[src/rtl/arbiter_rr_router_pkg.sv]
// Shared types and helpers for the router output-port arbiter and its crossbar.
package arbiter_router_pkg;

    typedef enum logic {
        IDLE  = 1'b0,
        GRANT = 1'b1
    } arb_state_e;

    localparam int PRIO_RR    = 0;
    localparam int PRIO_FIXED = 1;

    // OR-based encoder; a zero input yields index 0, matching grant_idx when idle.
    function automatic logic [4:0] onehot_to_idx(input logic [31:0] oh);
        logic [4:0] idx;
        idx = '0;
        for (int i = 0; i < 32; i++) begin
            if (oh[i]) idx = idx | 5'(i);
        end
        return idx;
    endfunction

endpackage

[src/rtl/arbiter_rr_router_if.sv]
// Request/grant bundle between input-port request logic (master) and the arbiter (slave).
interface arbiter_rr_router_if #(
    parameter int N_REQ = 16
);
    localparam int IDX_W = $clog2(N_REQ);

    logic [N_REQ-1:0] request;
    logic [N_REQ-1:0] eop;
    logic [N_REQ-1:0] grant;
    logic [IDX_W-1:0] grant_idx;
    logic             busy;
    logic             timeout;

    modport master (output request, eop, input grant, grant_idx, busy, timeout);
    modport slave  (input request, eop, output grant, grant_idx, busy, timeout);
endinterface

[src/rtl/arbiter_rr_router_pick.sv]
// Combinational winner select: round-robin from ptr, or lowest index in fixed mode.
// Zero latency; no handshake, caller samples the result.
module arbiter_rr_pick #(
    parameter int N_REQ = 16,
    parameter int IDX_W = $clog2(N_REQ)
) (
    input  logic [N_REQ-1:0] req,
    input  logic [IDX_W-1:0] ptr,
    input  logic             fixed_prio,
    output logic             win_vld,
    output logic [N_REQ-1:0] win_oh,
    output logic [IDX_W-1:0] win_idx
);
    logic [2*N_REQ-1:0] req_dbl;
    logic [N_REQ-1:0]   sel_vec;
    logic [IDX_W-1:0]   first_idx;
    logic [IDX_W:0]     sum;

    always_comb begin
        // Rotate so that position 0 of sel_vec is requester ptr, then find first set.
        req_dbl   = {req, req} >> ptr;
        sel_vec   = fixed_prio ? req : req_dbl[N_REQ-1:0];
        win_vld   = |sel_vec;
        first_idx = '0;
        for (int i = N_REQ - 1; i >= 0; i--) begin
            if (sel_vec[i]) first_idx = IDX_W'(i);
        end
        sum = {1'b0, first_idx} + (fixed_prio ? '0 : {1'b0, ptr});
        if (sum >= (IDX_W+1)'(N_REQ)) sum = sum - (IDX_W+1)'(N_REQ);
        win_idx = sum[IDX_W-1:0];
        win_oh  = win_vld ? (N_REQ'(1) << win_idx) : '0;
    end
endmodule

[src/rtl/arbiter_rr_router.sv]
// Packet-hold N-way arbiter (RR or fixed priority) driving the crossbar select; 1-cycle grant, 0-cycle handover.
// Optional ARB_TIMEOUT_EN force-releases a grant held MAX_HOLD cycles and pulses timeout.
module arbiter_rr_router
    import arbiter_router_pkg::*;
#(
    parameter int N_REQ         = 16,
    parameter int PRIORITY_MODE = PRIO_RR,
    parameter int MAX_HOLD      = 64,
    localparam int IDX_W        = $clog2(N_REQ)
) (
    input  logic              clk,
    input  logic              reset,
    arbiter_rr_router_if.slave arb
);
    if (N_REQ < 2 || N_REQ > 32) begin : g_bad_nreq
        $error("arbiter_rr_router: N_REQ must be in 2..32");
    end
    if (MAX_HOLD < 2 || MAX_HOLD > 65535) begin : g_bad_hold
        $error("arbiter_rr_router: MAX_HOLD must be in 2..65535");
    end

    localparam logic FIXED = (PRIORITY_MODE == PRIO_FIXED);

    arb_state_e       state_q, state_d;
    logic [N_REQ-1:0] grant_q, grant_d;
    logic [IDX_W-1:0] idx_q, idx_d;
    logic [IDX_W-1:0] ptr_q, ptr_d;
    logic             holder_rel;
    logic             force_rel;
    logic             arbitrate;
    logic             win_vld;
    logic [N_REQ-1:0] win_oh;
    logic [IDX_W-1:0] win_idx;

    arbiter_rr_pick #(.N_REQ(N_REQ), .IDX_W(IDX_W)) u_pick (
        .req        (arb.request),
        .ptr        (ptr_q),
        .fixed_prio (FIXED),
        .win_vld    (win_vld),
        .win_oh     (win_oh),
        .win_idx    (win_idx)
    );

    // grant_q is one-hot in GRANT, so masking picks out the holder's own bits.
    assign holder_rel = ~|(arb.request & grant_q) | (|(arb.eop & grant_q));

`ifdef ARB_TIMEOUT_EN
    localparam int CNT_W = $clog2(MAX_HOLD + 1);
    logic [CNT_W-1:0] hold_q;
    logic             timeout_q;

    assign force_rel = (state_q == GRANT) && !holder_rel && (hold_q == CNT_W'(MAX_HOLD));

    always_ff @(posedge clk or posedge reset) begin
        if (reset) begin
            hold_q    <= '0;
            timeout_q <= 1'b0;
        end else begin
            timeout_q <= force_rel;
            if (arbitrate && win_vld)  hold_q <= CNT_W'(1);
            else if (arbitrate)        hold_q <= '0;
            else if (state_q == GRANT) hold_q <= hold_q + CNT_W'(1);
        end
    end
    assign arb.timeout = timeout_q;
`else
    assign force_rel   = 1'b0;
    assign arb.timeout = 1'b0;
`endif

    always_comb begin
        state_d   = state_q;
        grant_d   = grant_q;
        idx_d     = idx_q;
        ptr_d     = ptr_q;
        arbitrate = 1'b0;
        case (state_q)
            IDLE:    arbitrate = 1'b1;
            GRANT:   arbitrate = holder_rel | force_rel;
            default: arbitrate = 1'b1;
        endcase
        // The holder sits just before ptr, so a still-requesting releaser is searched last.
        if (arbitrate) begin
            if (win_vld) begin
                state_d = GRANT;
                grant_d = win_oh;
                idx_d   = win_idx;
                ptr_d   = (win_idx == IDX_W'(N_REQ - 1)) ? '0 : win_idx + IDX_W'(1);
            end else begin
                state_d = IDLE;
                grant_d = '0;
                idx_d   = '0;
            end
        end
    end

    always_ff @(posedge clk or posedge reset) begin
        if (reset) begin
            state_q <= IDLE;
            grant_q <= '0;
            idx_q   <= '0;
            ptr_q   <= '0;
        end else begin
            state_q <= state_d;
            grant_q <= grant_d;
            idx_q   <= idx_d;
            ptr_q   <= ptr_d;
        end
    end

    assign arb.grant     = grant_q;
    assign arb.grant_idx = idx_q;
    assign arb.busy      = |grant_q;
endmodule

[src/flat_wrapper.sv]
// flat-port wrapper written by rule: the top's interface ports become plain ports
module arbiter_rr_router_flat import arbiter_router_pkg::*;
#(
    parameter int N_REQ         = 16,
    parameter int PRIORITY_MODE = PRIO_RR,
    parameter int MAX_HOLD      = 64,
    localparam int IDX_W        = $clog2(N_REQ)
)
  (clk, reset, arb_request, arb_eop, arb_grant, arb_grant_idx, arb_busy, arb_timeout);
  arbiter_rr_router_if #(.N_REQ(N_REQ)) arb_i ();
  input  logic clk;
  input  logic reset;
  input wire logic [$bits(arb_i.request)-1:0] arb_request;
  input wire logic [$bits(arb_i.eop)-1:0] arb_eop;
  output wire logic [$bits(arb_i.grant)-1:0] arb_grant;
  output wire logic [$bits(arb_i.grant_idx)-1:0] arb_grant_idx;
  output wire logic [$bits(arb_i.busy)-1:0] arb_busy;
  output wire logic [$bits(arb_i.timeout)-1:0] arb_timeout;
  assign arb_i.request = arb_request;
  assign arb_i.eop = arb_eop;
  assign arb_grant = arb_i.grant;
  assign arb_grant_idx = arb_i.grant_idx;
  assign arb_busy = arb_i.busy;
  assign arb_timeout = arb_i.timeout;
  arbiter_rr_router #(.N_REQ(N_REQ), .PRIORITY_MODE(PRIORITY_MODE), .MAX_HOLD(MAX_HOLD)) u_core (.clk(clk), .reset(reset), .arb(arb_i));
endmodule
[config.mk]
export PLATFORM = sky130hd
export DESIGN_NAME = arbiter_rr_router_flat
export DESIGN_NICKNAME = d
export VERILOG_FILES = /design/src/rtl/arbiter_rr_router_pkg.sv /design/src/rtl/arbiter_rr_router_if.sv /design/src/rtl/arbiter_rr_router_pick.sv /design/src/rtl/arbiter_rr_router.sv /design/src/flat_wrapper.sv
export SDC_FILE = /design/constraint.sdc
export NUM_CORES = 1
export LEC_CHECK = 0
export ABC_AREA = 1
export CAP_MARGIN = 0
export CORE_ASPECT_RATIO = 0.75
export CORE_MARGIN = 4
export CORE_UTILIZATION = 56
export CTS_CLUSTER_DIAMETER = 100
export DETAILED_ROUTE_END_ITERATION = 7
export GPL_TIMING_DRIVEN = 0
export PLACE_DENSITY = 0.87
export SYNTH_ARGS = -nofsm -noshare
export SYNTH_HDL_FRONTEND = slang
export SYNTH_SLANG_ARGS = --single-unit
[constraint.sdc]
create_clock -name clk -period 6.3 [get_ports clk]
set_input_delay 1.26 -clock clk [delete_from_list [all_inputs] [get_ports clk]]
set_output_delay 1.26 -clock clk [all_outputs]
set_load 0.01 [all_outputs]
==> run_results.csv <==
group,metric,value,unit
status,status,"finished clean",
clocking,cts_buffer_depth,2,
floorplanning,start_util,58.4,%
finish,nFillCells,366,
finish,syn2layout_area_growth,25.2,%
routing,routedWlPerCell,16.6,um
global_routing,use_met1,42.3,%
sta,worst_slew_pin_slew,930,ps
setup_path,critical_path_class,"primary input to flip-flop",
global_routing,grtUsageMet3,5.85,%
global_routing,grt.overflow.total,0,
clocking,cts_resized,0,
clocking,h-tree-depth,1,
hold_path,min_path_type,"flip-flop to flip-flop",
setup_path,worst_setup_path_start_kind,"primary input",
global_routing,grt.busiest_layer,"met2",
logic_synthesis,ys_top_cells_by_count,"nand2_1 (99), nand3_1 (90), dfrtp_1 (25), inv_1 (18), nand3_2 (12)",
clocking,clock_latency,270,ps
setup_path,crit_path_end_kind,"flip-flop",
setup_path,crit_required,6500,ps
sta,fmax,0.214,GHz
logic_synthesis,syn_area,2620,um2
logic_synthesis,synth_edf_count,0,
setup_path,worstPathMaxFanout,10,
clocking,clock-sinks,25,
sta,post-route-period-util,74.2,%
routing,vias,2984,
floorplanning,coreArea,4490,um2
clocking,cts_tree,"yes",
global_routing,grt_pass1_wl,13300,um
setup_path,worstPathArrival,4870,ps
routing,drt-total-wl,8100,um
place,place_area,3230,um2
setup_path,crit_start,"arb_request[14]",
finish,drive_above_1_share,16.4,%
sta,finalMaxSlewViolations,0,
logic_synthesis,syn_avg_cell_area,7.01,um2
global_routing,track_usage,28.9,%
global_routing,met2_usage,44.2,%
logic_synthesis,synth_area_leader_cell,"dfrtp_1",
place,portBuffers,54,
finish,seq_area,626,um2
finish,postLayoutCellArea,3280,um2
global_routing,antenna_found_initial,0,
logic_synthesis,synthCells,374,
logic_synthesis,yosys_most_used_dff,"dfrtp_1",
routing,vias_per_cell,6.10,
logic_synthesis,synthArstFlopShare,100,%
floorplanning,num_rows,21,
logic_synthesis,synth_top_cell_area_share,23.9,%
finish,multi_input_area,1740,um2
sta,finalSetupTns,0,ps
place,dpl.hpwl,6590,um
setup_path,r2r_start,"u_core.ptr_q[0]",
floorplanning,num_io_pins,56,
sta,finalHoldViolCount,0,
logic_synthesis,ys_seq_elements,25,
logic_synthesis,yosys_warnings,0,
floorplanning,die_h,67.3,um
clocking,post_cts_buffers,0,
clocking,holdBufCountCts,0,
clocking,cts-root-buf,"clkbuf_8",
logic_synthesis,yosysMostFrequentCell,"nand2_1",
clocking,numCtsBuffers,3,
place,routabilityCongestion,0.930,
logic_synthesis,synth_nets,417,
routing,ant_nets,0,
sta,fin_crit,4670,ps
hold_path,hold_start,"u_core.arb.grant_idx[1]",
sta,slew_headroom,37.9,%
floorplanning,dieArea,5850,um2
sta,setup_violations,0,
global_routing,grt_pass1_vias,2709,
sta,rsz0062_at_grt,"no",
global_routing,grt_max_degree,26,
logic_synthesis,ys_seq_area_share,23.9,%
logic_synthesis,synthDistinctLibCells,40,
finish,final_nets,476,
logic_synthesis,synthTopCellsByArea,"dfrtp_1 (24%), nand3_1 (17%), nand2_1 (14%)",
routing,dr.pass1.iters,5,
job,timing.max_cap.violations,0,
finish,num_antenna_cells,0,
routing,drc,0,
sta,clock_skew,3.75,ps
floorplanning,die_x,87.0,um
clocking,clk_pin_slew_worst_paths,90,ps
routing,drt_iter0_markers,324,
layout make-up:
class,count,area share [%]
sequential,25,19.1
inverter,26,3.28
clock buffer,3,1.26
multi-input combinational,304,52.9
timing repair buffer,54,16.5
clock inverter,1,0.229
buffer,19,4.61
tap,57,2.17
state kept, by name, indices dropped and copies added (netlist names):
| signal | cells |
|---|---|
| u_core.ptr_q | 4 |
| u_core.arb.grant | 16 |
| u_core.state_q | 1 |
| u_core.arb.grant_idx | 4 |
metrics by stage:
stage / hold slack, ps / util [%] / instances / setup WS, ps
global route: 559 / 73.1 / 489 / 1340
floorplan: 545 / - / 374 / 2390
finish: 531 / 73.1 / 489 / 1630
detailed placement: 503 / 72.0 / 485 / 1450
global placement: 500 / 72.0 / 485 / 1540
CTS: 532 / 73.1 / 489 / 1700
worst paths after layout:
kind / end / slack, ps / depth (start not counted)
min in group asynchronous: u_core.arb.grant[6] / 1490 / 2
hold / removal: u_core.arb.grant_idx[1] / 530 / 2
hold reg to reg: u_core.arb.grant_idx[1] / 530 / 2
max in group asynchronous: u_core.arb.grant[9] / 4240 / 2
setup reg to reg: u_core.ptr_q[3] / 2470 / 25
setup / recovery: u_core.ptr_q[3] / 1630 / 23
per-layer routing:
layer	vias up	wire (um)
li1	1407	-
met2	163	3450
met4	0	81
met5	-	0
met1	1401	3700
met3	13	880
worst max-delay path: stages:
cell,delay (ps)
clkdlybuf4s50_1,590
nand2_1,110
nand3_1,120
nand3_1,120
nand2_1,80
nand2_1,50
nand2_1,90
a21oi_2,40
inv_1,120
a31oi_1,80
o21ai_0,150
nand2_1,80
a211oi_1,440
ha_1,320
a21oi_1,130
nor2_1,60
nor2_1,120
xor2_1,240
nand3b_1,170
nand2_2,90
buf_6,140
xor2_1,130
o21ai_1,130
layout by cell type (no fill, tap or decap), types with 8 or more instances in the layout:
| cell type | instances |
|---|---|
| nand2_1 | 99 |
| nand3_1 | 90 |
| clkdlybuf4s50_1 | 54 |
| dfrtp_1 | 25 |
| inv_1 | 18 |
| nand3_2 | 12 |
| nor2_1 | 10 |
| o21ai_0 | 10 |
| nand2_4 | 9 |
| ha_1 | 8 |
cell families after synthesis:
logic type	Yosys count	synth area share (%)
xor+xnor	2	0.668
simple gates	245	48.5
buf+inv	45	9.88
flops	25	23.9
other cells	1	0.143
fa+ha+maj	9	4.58
compound gates	47	12.4
Power is not shown: default switching activity piles up to over one toggle a cycle in this logic, so the estimate is an artifact.
